<file path="config.mk">
export PLATFORM = sky130hd
export DESIGN_NAME = axi_rd_arbiter
export DESIGN_NICKNAME = d
export VERILOG_FILES = /design/src/rtl/axi_rd_arbiter.sv
export SDC_FILE = /design/constraint.sdc
export NUM_CORES = 1
export LEC_CHECK = 0
export CORE_AREA = 3 3 153 155
export CTS_BUF_LIST = sky130_fd_sc_hd__clkbuf_8 sky130_fd_sc_hd__clkbuf_16
export CTS_CLUSTER_SIZE = 12
export DETAILED_ROUTE_END_ITERATION = 10
export DIE_AREA = 0 0 156 158
export GPL_TIMING_DRIVEN = 0
export PLACE_DENSITY = 0.56
export SLEW_MARGIN = 15
export SYNTH_ARGS = -nofsm -noshare
export SYNTH_HDL_FRONTEND = slang
export SYNTH_SLANG_ARGS = --single-unit
</file>
<file path="constraint.sdc">
create_clock -name ACLK -period 3.7 [get_ports ACLK]
set_input_delay 0.74 -clock ACLK [delete_from_list [all_inputs] [get_ports ACLK]]
set_output_delay 0.74 -clock ACLK [all_outputs]
set_load 0.05 [all_outputs]
</file>
<file path="src/rtl/axi_rd_arbiter.sv">
// Read-path interconnect: round-robin arbitration of MASTER_NUM AXI4 AR/R masters onto
// SLAVE_NUM slaves, one burst in flight, with an internal DECERR slave for unmapped reads.

// Address decoder for the fixed six-region slave map; one-hot select, all-zero if unmapped.
module decoder #(
  parameter int unsigned SLAVE_NUM = 6
) (
  input  logic [31:0]          addr,
  output logic [SLAVE_NUM-1:0] sel
);

  localparam int unsigned MAP_NUM = 6;

  logic [MAP_NUM-1:0] hit;

  always_comb begin
    hit    = '0;
    hit[0] = (addr <= 32'h0000_3FFF);
    hit[1] = (addr >= 32'h0001_0000) && (addr <= 32'h0001_FFFF);
    hit[2] = (addr >= 32'h0002_0000) && (addr <= 32'h0002_FFFF);
    hit[3] = (addr >= 32'h1000_0000) && (addr <= 32'h1000_03FF);
    hit[4] = (addr >= 32'h1001_0000) && (addr <= 32'h1001_03FF);
    hit[5] = (addr >= 32'h2000_0000) && (addr <= 32'h207F_FFFF);
  end

  assign sel = SLAVE_NUM'(hit);

endmodule

module axi_rd_arbiter #(
  parameter int unsigned MASTER_NUM = 2,
  parameter int unsigned SLAVE_NUM  = 6
) (
  input  logic                    ACLK,
  input  logic                    ARESET,
  input  logic [32*MASTER_NUM-1:0] m_araddr,
  input  logic [8*MASTER_NUM-1:0]  m_arlen,
  input  logic [MASTER_NUM-1:0]    m_arvalid,
  output logic [MASTER_NUM-1:0]    m_arready,
  output logic [31:0]              m_rdata,
  output logic [1:0]               m_rresp,
  output logic                     m_rlast,
  output logic [MASTER_NUM-1:0]    m_rvalid,
  input  logic [MASTER_NUM-1:0]    m_rready,
  output logic [31:0]              s_araddr,
  output logic [7:0]               s_arlen,
  output logic [SLAVE_NUM-1:0]     s_arvalid,
  input  logic [SLAVE_NUM-1:0]     s_arready,
  input  logic [32*SLAVE_NUM-1:0]  s_rdata,
  input  logic [2*SLAVE_NUM-1:0]   s_rresp,
  input  logic [SLAVE_NUM-1:0]     s_rlast,
  input  logic [SLAVE_NUM-1:0]     s_rvalid,
  output logic [SLAVE_NUM-1:0]     s_rready
);

  localparam int unsigned AW = 32;
  localparam int unsigned DW = 32;
  localparam int unsigned LW = 8;
  localparam int unsigned RW = 2;
  localparam int unsigned GW = (MASTER_NUM > 1) ? $clog2(MASTER_NUM) : 1;

  localparam logic [1:0] IDLE = 2'd0;
  localparam logic [1:0] ADDR = 2'd1;
  localparam logic [1:0] DATA = 2'd2;
  localparam logic [1:0] DERR = 2'd3;

  localparam logic [RW-1:0] RESP_DECERR = 2'b11;

  logic [1:0]           state, state_nxt;
  logic [GW-1:0]        ptr, ptr_nxt;
  logic [GW-1:0]        grant, grant_nxt;
  logic [SLAVE_NUM-1:0] sel, sel_nxt;
  logic [AW-1:0]        araddr_nxt;
  logic [LW-1:0]        arlen_nxt;
  logic [LW-1:0]        cnt, cnt_nxt;

  logic                 req_any;
  logic [GW-1:0]        pick;
  logic [GW-1:0]        ptr_inc;
  logic [AW-1:0]        pick_addr;
  logic [LW-1:0]        pick_len;
  logic [SLAVE_NUM-1:0] dec_sel;
  logic [MASTER_NUM-1:0] gnt_oh;
  logic                 gm_rready;
  logic [DW-1:0]        sl_rdata;
  logic [RW-1:0]        sl_rresp;
  logic                 sl_rlast;
  logic                 sl_rvalid;
  logic                 derr_last;

  // Round-robin search: first requester at or after ptr, wrapping.
  always_comb begin : rr_search
    int unsigned j;
    req_any = 1'b0;
    pick    = ptr;
    j       = 0;
    for (int unsigned k = 0; k < MASTER_NUM; k++) begin
      j = 32'(ptr) + k;
      if (j >= MASTER_NUM) j = j - MASTER_NUM;
      for (int unsigned i = 0; i < MASTER_NUM; i++) begin
        if (!req_any && (j == i) && m_arvalid[i]) begin
          req_any = 1'b1;
          pick    = GW'(i);
        end
      end
    end
  end

  always_comb begin : rr_advance
    int unsigned p;
    p = 32'(pick) + 1;
    if (p >= MASTER_NUM) p = 0;
    ptr_inc = GW'(p);
  end

  // Request payload of the candidate master.
  always_comb begin
    pick_addr = '0;
    pick_len  = '0;
    for (int unsigned i = 0; i < MASTER_NUM; i++) begin
      if (pick == GW'(i)) begin
        pick_addr = m_araddr[i*AW +: AW];
        pick_len  = m_arlen[i*LW +: LW];
      end
    end
  end

  decoder #(
    .SLAVE_NUM (SLAVE_NUM)
  ) u_dec (
    .addr (pick_addr),
    .sel  (dec_sel)
  );

  always_comb begin
    gnt_oh = '0;
    for (int unsigned i = 0; i < MASTER_NUM; i++) begin
      gnt_oh[i] = (grant == GW'(i));
    end
  end

  assign gm_rready = |(m_rready & gnt_oh);

  // R-channel view of the selected slave (sel is one-hot, so OR-muxing is exact).
  always_comb begin
    sl_rdata  = '0;
    sl_rresp  = '0;
    sl_rlast  = 1'b0;
    sl_rvalid = 1'b0;
    for (int unsigned j = 0; j < SLAVE_NUM; j++) begin
      if (sel[j]) begin
        sl_rdata  = sl_rdata | s_rdata[j*DW +: DW];
        sl_rresp  = sl_rresp | s_rresp[j*RW +: RW];
        sl_rlast  = sl_rlast | s_rlast[j];
        sl_rvalid = sl_rvalid | s_rvalid[j];
      end
    end
  end

  assign derr_last = (cnt == s_arlen);

  always_ff @(posedge ACLK) begin
    if (ARESET) begin
      state    <= IDLE;
      ptr      <= '0;
      grant    <= '0;
      sel      <= '0;
      s_araddr <= '0;
      s_arlen  <= '0;
      cnt      <= '0;
    end else begin
      state    <= state_nxt;
      ptr      <= ptr_nxt;
      grant    <= grant_nxt;
      sel      <= sel_nxt;
      s_araddr <= araddr_nxt;
      s_arlen  <= arlen_nxt;
      cnt      <= cnt_nxt;
    end
  end

  // Next-state and channel steering.
  always_comb begin
    state_nxt  = state;
    ptr_nxt    = ptr;
    grant_nxt  = grant;
    sel_nxt    = sel;
    araddr_nxt = s_araddr;
    arlen_nxt  = s_arlen;
    cnt_nxt    = cnt;
    m_arready  = '0;
    m_rvalid   = '0;
    m_rdata    = '0;
    m_rresp    = '0;
    m_rlast    = 1'b0;
    s_arvalid  = '0;
    s_rready   = '0;

    case (state)
      IDLE: begin
        // A grant is suppressed while reset is applied so no AR handshake is faked.
        if (req_any && !ARESET) begin
          for (int unsigned i = 0; i < MASTER_NUM; i++) begin
            m_arready[i] = (pick == GW'(i));
          end
          grant_nxt  = pick;
          araddr_nxt = pick_addr;
          arlen_nxt  = pick_len;
          sel_nxt    = dec_sel;
          ptr_nxt    = ptr_inc;
          cnt_nxt    = '0;
          state_nxt  = (|dec_sel) ? ADDR : DERR;
        end
      end

      ADDR: begin
        s_arvalid = sel;
        if (|(s_arready & sel)) state_nxt = DATA;
      end

      DATA: begin
        m_rvalid = gnt_oh & {MASTER_NUM{sl_rvalid}};
        s_rready = sel & {SLAVE_NUM{gm_rready}};
        m_rdata  = sl_rdata;
        m_rresp  = sl_rresp;
        m_rlast  = sl_rlast;
        if (sl_rvalid && gm_rready && sl_rlast) state_nxt = IDLE;
      end

      DERR: begin
        m_rvalid = gnt_oh;
        m_rresp  = RESP_DECERR;
        m_rlast  = derr_last;
        if (gm_rready) begin
          if (derr_last) begin
            cnt_nxt   = '0;
            state_nxt = IDLE;
          end else begin
            cnt_nxt = cnt + LW'(1);
          end
        end
      end

      default: state_nxt = IDLE;
    endcase
  end

endmodule

</file>
* Yosys cells after proc, flatten, opt, wreduce, memory -nomap -nowiden
Cells that the tools add are included.
Operators by class: mux-type cells 56, add/subtract/negate cells 5, bitwise operators 26, equality and inequality tests 11, $lt $le $gt $ge 14, reduce and logical (&&, ||, !) cells 29
Operator list (count):
- $mux W32 | 10
- $or A32 B32 Y32 | 5
- $eq A32 B1 Y1 const B | 2
- $ge A32 B29 Y1 const B | 2
- $le A32 B29 Y1 const B | 2
- $logic_not A32 Y1 | 2
- $ge A32 B17 Y1 const B | 1
- $ge A32 B18 Y1 const B | 1
- $ge A32 B30 Y1 const B | 1
- $le A32 B14 Y1 const B | 1
- $le A32 B17 Y1 const B | 1
- $le A32 B18 Y1 const B | 1
- $le A32 B30 Y1 const B | 1
- $mux W8 | 4
- $mux W2 | 14
- $mux W1 | 21
- $pmux W8 S2 | 1
- $logic_and A1 B1 Y1 | 15
- $and A6 B6 Y6 | 2
- $mux W6 | 2
- $reduce_or A6 Y1 | 2
- $ne A2 B2 Y1 const B | 5
- $or A1 B1 Y1 | 10
- $or A2 B2 Y2 | 5
- 21 further kinds | 30
Word-level totals: logic and storage cells 148, output and inout bits 91, bits in registers 58

* Longest topological paths before layout
depth after elaboration 24, depth in mapped cells 9

* Hierarchy
Synthesis repeated with hierarchy kept, for this count alone.
Second synthesis, totals: cells, all modules 540, area total of the unflattened synthesis 4320.4 µm²
Modules (own cells, without submodules):
- axi_rd_arbiter | cells an instance 522, area an instance 4172.8 µm², sequential area each 1161.1 µm², times used 1
- decoder | cells an instance 18, area an instance 147.6 µm², sequential area each 0.0 µm², times used 1

* Worst setup path after synthesis
OpenSTA, ideal clock, no wires.
path kind register to output, start point register s_arlen[3], end point output m_rlast, data required time 2960 ps, path slack 520 ps, stages on the path, launching flop included 5, arrival 2440 ps, cell sequence dfxtp_1 xor2_1 nor4_1 nand2_1 a211oi_1
Between the ends: word-level cells in the longest chain between the ends 2
Ends and longest elaborated chain:
- start: declaration | RTL line 46 | output logic [7:0] s_arlen,
- start signal: assignment | RTL line 177 | s_arlen <= arlen_nxt;
- $eq A8 B8 Y1 | RTL line 160 | assign derr_last = (cnt == s_arlen);
- $pmux W1 S2 | RTL line 199 | case (state)
- end: declaration | RTL line 42 | output logic m_rlast,
No other way between the ends.

* Worst setup path in the final report
start point register sel[3], end point output m_rdata[6]
Between the ends: word-level cells in the longest chain between the ends 6
Ends and longest elaborated chain:
- start: declaration | RTL line 72 | logic [SLAVE_NUM-1:0] sel, sel_nxt;
- start signal: assignment | RTL line 175 | sel <= sel_nxt;
- $mux W32 (*) | RTL line 151 | if (sel[j]) begin
- $or A32 B32 Y32 | RTL line 152 | sl_rdata = sl_rdata | s_rdata[j*DW +: DW];
- $mux W32 (*) | RTL line 151
- $or A32 B32 Y32 | RTL line 152
- $mux W32 (*) | RTL line 151
- $mux W32 (*) | RTL line 199
- end: declaration | RTL line 40 | output logic [31:0] m_rdata,
Every way passes the cells marked *; elsewhere a longest branch is shown, timed or not.

==> metrics.cfg <==
[placement]
gp_congestion = 0.928
hpwl_mm = 22.8
placed_cells = 1225
post_dp_cell_area_sq_um = 8710
port_buffers = 397
pre_cts_ws_ns = -0.685

[critical_path]
crit_start = sel[3]
cp_max_fo = 10
critPathMaxStageDelay_ns = 0.85
r2r_cells = 7
r2r_slack_ns = 1.26
cp_num_cells = 5
required_ns = 2.96
worstPathCellList = clkbuf_2, buf_1, a22oi_1, a31oi_1, clkdlybuf4s50_1
worst_path_max_delay_cell = clkdlybuf4s50_1
path_class = register to output pin
r2r_end = sel[4]
r2r-start = ptr
endpoint = m_rdata[6]
worstSetupStartpointType = register
worstPathArrival_ns = 2.84
cp_top_family = buffers and inverters
cp.buffers_inverters = 3
cp-end-kind = output pin

[floorplanning]
ios = 399
start_util_pct = 20.0
core_sq_um = 22000
row_count = 54
die-area_sq_um = 24600
dieHeight_um = 158
die_width_um = 156

[outcome]
status = completed

[synthesis]
yosys-top-cells-count = a22oi_1 (110), dfxtp_1 (58), a31oi_1 (41)
yosys_warnings = 0
yosysTopAreaCell = dfxtp_1
synthArstFlopShare_pct = 0
ys_types = 52
syn_inst = 548
synthTopCellsByArea = dfxtp_1 (26%), a22oi_1 (19%), mux2i_1 (7.8%), a31oi_1 (5.9%), nand3b_1 (5.1%)
synthMostInstantiatedCell = a22oi_1
seq_area_frac_synth_pct = 26.5
syn_nets = 857
synth-edff-count = 0
syn_area_per_cell_sq_um = 8.00
synth_flop_cell = dfxtp_1
ys_ff_latch = 58
syn_area_sq_um = 4380
synth_top_area_share_pct = 26.5

[global_routing]
overflow = 0
grt_max_degree = 11
grt_pass1_wl_mm = 38.4
grt_pass1_vias = 6128
gr-usage-all-layers_pct = 20.7
antenna_found_initial = 6

[clock_network]
path_clk_slew_ns = 0.05
numCtsBuffers = 9
cts.path.max_buffers = 2
clock-root-buffer = clkbuf_16
clock_sinks = 58
hold_buffers = 0
clock_latency_ns = 0.32
htreeDepth = 3
cts_tree = yes
post_cts_buffers = 0

[timing]
finalHoldViolCount = 0
rsz0062_at_grt = no
period_minus_slack_ns = 3.58
relSlewSlack_pct = 55.1
fmax_ghz = 0.279
fin_skew_ns = 0.00490
hold_ws_ns = 0.456
setup_viol = 0
period_share_pct = 96.9
slew_violations = 0
fin_ws_ns = 0.115
fin_setup_tns_ns = 0
worstMarginPinSlew_ns = 0.676

[worst_hold_path]
hp-class = register to register

[routing]
antenna_left = 0
vias_per_cell = 4.86
wl_per_cell_um = 21.9
vias = 6055
drt_iter0_drc = 305
first_pass_iters = 5
drcViolationCount = 0
wirelength_mm = 27.3

[power_and_ir_drop]
p_per_area_nw_per_um2 = 399
ir_drop_v = 0.000307
p_total_mw = 3.62
p_leak_nw = 3.20

[flow_run]
cap_violations = 0

[final_layout]
drive_gt1_share_pct = 5.52
fin_cells = 1245
fillerInstances = 2256
fin_util_pct = 41.3
nNetsFinal = 1264
fin_area_sq_um = 9060
areaGrowthSynthToFinish_pct = 107

==> where the power goes <==
part | internal, mW | leakage (nW) | switching, mW
combinational | 0.760 | 2.57 | 1.10
sequential | 0.773 | 0.476 | 0.104
clock | 0.602 | 0.160 | 0.283
==> state kept, by name, indices dropped and copies added (netlist names) <==
| name | flops |
|---|---|
| state | 2 |
| cnt | 8 |
| s_arlen | 8 |
| grant | 1 |
| s_araddr | 32 |
| sel | 6 |
| ptr | 1 |
==> layout make-up <==
class,count,area (sq um),share of cell area [%]
diodes,5,12.5,0.138
plain buffers,54,263,2.90
clock buffers,10,239,2.64
clock inverters,6,81.3,0.897
inverters,12,45.0,0.497
multi-input cells,423,2930,32.4
flip-flops and latches,58,1160,12.8
well taps,280,350,3.87
repair buffers,397,3980,43.9
==> routing by layer <==
metal | wire length (um) | vias to the layer above | GRT usage (%)
li1 | - | 2943 | -
met1 | 10200 | 2826 | 22.3
met2 | 14100 | 245 | 38.5
met3 | 2350 | 37 | 6.75
met4 | 607 | 4 | 6.14
met5 | 22 | - | 0
==> repair_timing <==
action                                  CTS  global route
gates resized for setup                  24             7
pin swaps                                 0             0
endpoints found under the setup margin   38            12
==> worst min path at each step <==
stage	slack, ns	depth (start not counted)	to	from
global placement	0.44	2	s_araddr[17]	s_araddr[17]
floorplan	0.48	2	grant	grant
finish	0.46	2	s_araddr[17]	s_araddr[17]
detailed placement	0.46	2	s_araddr[17]	s_araddr[17]
CTS	0.47	2	s_araddr[17]	s_araddr[17]
global route	0.48	2	s_araddr[17]	s_araddr[17]
==> worst min-delay path: stages (launching register included) <==
cell	delay, ns
dfxtp_1	0.32
nand2_1	0.05
o21ai_0	0.05
==> cell families (layout without fill, tap and decap cells) <==
logic type                 after synthesis  in the layout  synth area share, %
AOI/OAI and AO/OA                      227            227                 36.0
xor gates and xnor gates                15             15                 3.00
adders and majority gates                1              1                0.286
buffers and inverters                   67            479                 6.62
DFF                                     58             58                 26.5
muxes                                   39             39                 9.31
other                                    0              5                    0
and+or+nand+nor                        141            141                 18.2
==> layout by cell type (no fill, tap or decap), drive strengths merged, types with 5 or more instances in the layout <==
cell	netlist	routed
clkdlybuf4s50	0	390
mux2i	35	35
a31oi	41	41
nor2	37	37
a211oi	13	13
nand4	6	6
nor2b	5	5
o21ai	35	35
inv	12	13
buf	21	21
nand2	22	22
a211o	6	6
nor3b	8	8
a22oi	110	110
clkbuf	34	44
xor2	13	13
diode	0	5
nand3b	30	30
dfxtp	58	58
and2	13	13
No activity file was read; power rests on OpenSTA's default activity.
